<file path="src/rtl/mem_stage.sv">
// Memory-access stage: ALU/CMP write-back pass-through plus LDW/STR through a
// req/ack data-memory port. EX is stalled while a memory access is pending and
// a missing ack aborts the access after TIMEOUT request cycles, flagging mem_err.
module mem_stage #(
  parameter int ADDR_W  = 8,
  parameter int TIMEOUT = 15
) (
  input  logic              clk,
  input  logic              rst,
  input  logic              ex_valid,
  input  logic [4:0]        ex_opcode,
  input  logic [31:0]       ex_data,
  input  logic [31:0]       ex_sdata,
  input  logic [3:0]        ex_dest,
  output logic              stall,
  output logic              dm_req,
  output logic              dm_we,
  output logic [ADDR_W-1:0] dm_addr,
  output logic [31:0]       dm_wdata,
  input  logic [31:0]       dm_rdata,
  input  logic              dm_ack,
  output logic              wb_en,
  output logic [3:0]        wb_addr,
  output logic [31:0]       wb_data,
  output logic              mem_err
);

  // Opcode encodings of the PIGRO ISA; 16..31 are undefined.
  localparam logic [4:0] OP_NOP  = 5'd0;
  localparam logic [4:0] OP_ARSH = 5'd9;   // last ALU op (ADD..ARSH = 1..9)
  localparam logic [4:0] OP_CMP  = 5'd10;
  localparam logic [4:0] OP_LDW  = 5'd14;
  localparam logic [4:0] OP_STR  = 5'd15;

  // Abort fires on the edge the counter would reach TIMEOUT, so dm_req is
  // held for exactly TIMEOUT cycles when no ack ever arrives.
  localparam logic [7:0] CNT_LAST = 8'(TIMEOUT - 1);

  typedef enum logic {IDLE, ACCESS} state_t;

  state_t      state, state_nx;
  logic [7:0]  cnt;
  logic [3:0]  ld_dest;
  logic        accept, is_alu, is_cmp, is_mem, tmo;

  assign stall  = (state == ACCESS);
  assign accept = ex_valid && (state == IDLE);
  assign is_alu = (ex_opcode > OP_NOP) && (ex_opcode <= OP_ARSH);
  assign is_cmp = (ex_opcode == OP_CMP);
  assign is_mem = (ex_opcode == OP_LDW) || (ex_opcode == OP_STR);
  assign tmo    = (state == ACCESS) && !dm_ack && (cnt == CNT_LAST);

  // Next-state: enter ACCESS on an accepted LDW/STR, leave on ack or timeout.
  always_comb begin
    state_nx = state;
    case (state)
      IDLE:    if (accept && is_mem) state_nx = ACCESS;
      ACCESS:  if (dm_ack || tmo)    state_nx = IDLE;
      default: state_nx = IDLE;
    endcase
  end

  // State register.
  always_ff @(posedge clk) begin
    if (rst) state <= IDLE;
    else     state <= state_nx;
  end

  // Registered outputs: write-back pulse, memory request, timeout counter.
  always_ff @(posedge clk) begin
    if (rst) begin
      cnt      <= '0;
      ld_dest  <= '0;
      dm_req   <= 1'b0;
      dm_we    <= 1'b0;
      dm_addr  <= '0;
      dm_wdata <= '0;
      wb_en    <= 1'b0;
      wb_addr  <= '0;
      wb_data  <= '0;
      mem_err  <= 1'b0;
    end else begin
      wb_en <= 1'b0;
      case (state)
        IDLE: begin
          cnt <= '0;
          if (accept) begin
            if (is_alu || is_cmp) begin
              wb_en   <= 1'b1;
              wb_addr <= ex_dest;
              wb_data <= is_cmp ? {30'b0, ex_data[1:0]} : ex_data;
            end
            if (is_mem) begin
              dm_req   <= 1'b1;
              dm_we    <= (ex_opcode == OP_STR);
              dm_addr  <= ex_data[ADDR_W-1:0];
              dm_wdata <= ex_sdata;
              ld_dest  <= ex_dest;
            end
          end
        end
        ACCESS: begin
          if (dm_ack) begin
            dm_req <= 1'b0;
            dm_we  <= 1'b0;
            if (!dm_we) begin
              wb_en   <= 1'b1;
              wb_addr <= ld_dest;
              wb_data <= dm_rdata;
            end
          end else if (tmo) begin
            dm_req  <= 1'b0;
            dm_we   <= 1'b0;
            mem_err <= 1'b1;
          end else begin
            cnt <= cnt + 8'd1;
          end
        end
        default: ;
      endcase
    end
  end

endmodule

</file>
<file path="config.mk">
export PLATFORM = sky130hd
export DESIGN_NAME = mem_stage
export DESIGN_NICKNAME = d
export VERILOG_FILES = /design/src/rtl/mem_stage.sv
export SDC_FILE = /design/constraint.sdc
export NUM_CORES = 1
export LEC_CHECK = 0
export CAP_MARGIN = 20
export CORE_MARGIN = 2
export CORE_UTILIZATION = 44
export CTS_BUF_LIST = sky130_fd_sc_hd__clkbuf_4 sky130_fd_sc_hd__clkbuf_8 sky130_fd_sc_hd__clkbuf_16
export DETAILED_ROUTE_END_ITERATION = 12
export PLACE_DENSITY = 0.86
export SLEW_MARGIN = 0
export SYNTH_ARGS = -nofsm -noshare
export SYNTH_HDL_FRONTEND = slang
export SYNTH_SLANG_ARGS = --single-unit
</file>
<file path="constraint.sdc">
create_clock -name clk -period 3.4 [get_ports clk]
set_input_delay 0.85 -clock clk [delete_from_list [all_inputs] [get_ports clk]]
set_output_delay 0.85 -clock clk [all_outputs]
set_load 0.005 [all_outputs]
</file>
==> flow_summary_export.csv <==
group,metric,value,unit
pwr,ir_worst_vdd,310.0,uV
critical_path,cpPeakStageDelay,0.57,ns
clock_network,cts_hold_buf,0,
critical_path,critPathMaxFanout,37,
placement,hpwl,8.122,mm
timing,max_freq,415.7,MHz
clock_network,cts-root-buf,"clkbuf_8",
worst_hold_path,min_from,"dm_wdata[16]",
pwr,clock_power_share,33.2,%
pwr,comb_power_share,14.2,%
finish,mostFrequentLayoutCell,"clkdlybuf4s50_1",
die,die_width,98.45,um
critical_path,start_kind,"input port",
yosys,seq_area_frac_synth,47.43,%
global_route,antenna_found_initial,0,
die,initial_core_util,45.23,%
yosys,avgSynthCellArea,9.086,um2
routing,drc_errors,0,
finish,fin_nets,714,
routing,first_iter_violations,183,
timing,holdWs,0.4570,ns
die,core,8678,um2
timing,hold_viol,0,
clock_network,postCtsSetupBuffers,0,
clock_network,clock_latency,0.35,ns
yosys,synth_cell_type_count,35,
finish,area_growth,54.32,%
pwr,leakage,1.954,nW
yosys,synthCells,432,
routing,vias,3828,
timing,rsz0062_at_grt,"no",
clock_network,cts_made_buffers,9,
clock_network,htreeDepth,3,
global_route,grt_pass1_wl,18.46,mm
finish,antenna_cells,0,
status,outcome,"finished, final reports clean",
critical_path,cp_slowest_cell,"or4_4",
yosys,async_reset_ff_share,0,%
clock_network,clkSinkCount,93,
die,die_h,98.45,um
clock_network,clk_path_buf_depth,2,
yosys,synth_ff_type,"dfxtp_1",
routing,first_pass_iters,4,
timing,tns,0,ns
critical_path,worstSetupPathType,"in2reg",
yosys,ys_seq_elements,93,
routing,postRouteAntennaNets,0,
global_route,grt.overflow.total,0,
timing,finalSetupViolCount,0,
placement,portBuffers,189,
pwr,switching_power,0.5071,mW
yosys,synth_warnings,0,
clock_network,cts_tree,"done",
pwr,p_sw_share,23.52,%
placement,globalplace.congestion,0.8016,
routing,viasPerCell,5.354,
finish,final_cell_mix,"clkdlybuf4s50_1 (188), nand2_1 (93), dfxtp_1 (92)",
timing,clock_skew,0.01461,ns
yosys,synth_edf_count,0,
global_route,gr-usage-all-layers,23.53,%
timing,finalCriticalPeriod,2.406,ns
timing,period_share,70.75,%
routing,drt-total-wl,11.43,mm
critical_path,crit_required,3.62,ns
pwr,p_seq_share,52.5,%
critical_path,crit_path_end_kind,"register",
timing,slew_viol_final,0,
critical_path,crit_chain,"clkdlybuf4s50_1 > or4_4 > o2111ai_4 > and2_1 > buf_4 > o31ai_1",
timing,tightest_slew,0.8134,ns
critical_path,cp_data_arrival_time,2.63,ns
clock_network,cts_resized,0,
critical_path,worstReg2RegStart,"cnt[6]",
clock_network,path_clk_slew,0.08,ns
global_route,grt_pass1_vias,3798,
die,ios,190,
finish,final.fill_count,673,
pwr,power.internal,1.649,mW
worst_hold_path,worstHoldPathType,"reg2reg",
flow_run,cap_viol_max_count,0,
global_route,grt_max_degree,93,
finish,multiInputGateArea,1881,um2
die,die_area,9692,um2
pwr,power_density,355.9,nW/um2
critical_path,critPathLaunch,"ex_opcode[2]",
routing,drt-wirelength-per-cell,15.99,um
finish,drive_gt1_share,4.942,%
die,rows,34,
timing,slew-limit-headroom,45.78,%
finish,seq_area,1863,um2
yosys,synth.net_count,543,
yosys,netlist_area,3925,um2
[per-layer routing]
metal  global-route usage, %  share of wire [%]
met5                       0                  0
met4                   9.378                3.3
met2                   39.87                 51
met3                   6.596                5.5
met1                   28.33                 40
[cell usage after synthesis (2+ instances only)]
master | number | area [um2]
o31ai_1 | 36 | 270.3
xnor2_1 | 7 | 61.31
nand3_1 | 2 | 10.01
buf_2 | 4 | 20.02
inv_1 | 4 | 15.01
clkbuf_1 | 29 | 108.9
a311oi_1 | 2 | 17.52
nor4_1 | 2 | 12.51
nand4b_1 | 36 | 315.3
a31oi_1 | 2 | 12.51
nand2_1 | 93 | 349.1
a21oi_1 | 47 | 235.2
mux2i_1 | 36 | 360.4
nor2_1 | 13 | 48.80
ha_1 | 2 | 25.02
nor3_1 | 2 | 10.01
dfxtp_1 | 93 | 1862
nand2b_1 | 2 | 12.51
and2_1 | 2 | 12.51
buf_6 | 3 | 33.78
[area by class of cell]
cell class	instances	area share (%)
clock buffer	9	2.045
clock inverter	6	1.074
inverter	4	0.2479
multi-input combinational	297	31.05
sequential	93	30.76
tap	108	2.231
timing repair buffer	198	32.60
[power groups by stage]
stage	clock [mW]	combinational, mW	sequential, mW
2_1_floorplan	0	0.0975	1.16
3_3_place_gp	0	0.296	1.16
3_5_place_dp	0	0.303	1.16
4_1_cts	0.734	0.304	1.13
5_1_grt	0.784	0.330	1.14
6_report	0.716	0.307	1.13
[path summary, 6_finish.rpt]
| kind | endpoint | slack (ns) | cells past startpoint |
|---|---|---|---|
| worst max-delay path | wb_data[3] | 0.99 | 6 |
| worst max register to register | dm_req | 1.55 | 4 |
| worst min register to register | dm_wdata[16] | 0.46 | 2 |
| worst min-delay path | dm_wdata[16] | 0.46 | 2 |
[sequential cells by signal, summed over array words and instances (netlist names)]
register	cells
mem_err	1
wb_en	1
dm_wdata	32
cnt	8
wb_addr	4
dm_addr	8
dm_we	1
wb_data	32
dm_req	1
stall	1
ld_dest	4
[logic make-up after synthesis]
group | synth area share [%]
and+or+nand+nor | 20.85
AOI/OAI and AO/OA | 15.52
DFF | 47.43
buffers and inverters | 4.813
muxes | 9.181
xor gates and xnor gates | 1.562
adders and majority gates | 0.6374
[stage by stage]
stage          utilization (%)  cells  worst slack (ns)  power [mW]  area, um2
2_1_floorplan                -    432             1.239       1.255       3925
6_report                 69.80    715            0.9945       2.156       6057
3_3_place_gp             67.30    699            0.6528       1.453       5841
5_1_grt                  69.80    715            0.8944       2.250       6057
3_5_place_dp             67.30    699            0.5728       1.461       5841
4_1_cts                  69.48    714            0.9405       2.170       6030
[worst max-delay path: cells and delay by family]
kind	cells	cell delay, ns
buffers and inverters	2	0.80
and+or+nand+nor	2	0.72
AOI/OAI and AO/OA	2	0.24
Note: power is estimated with default switching activity, not from simulation.
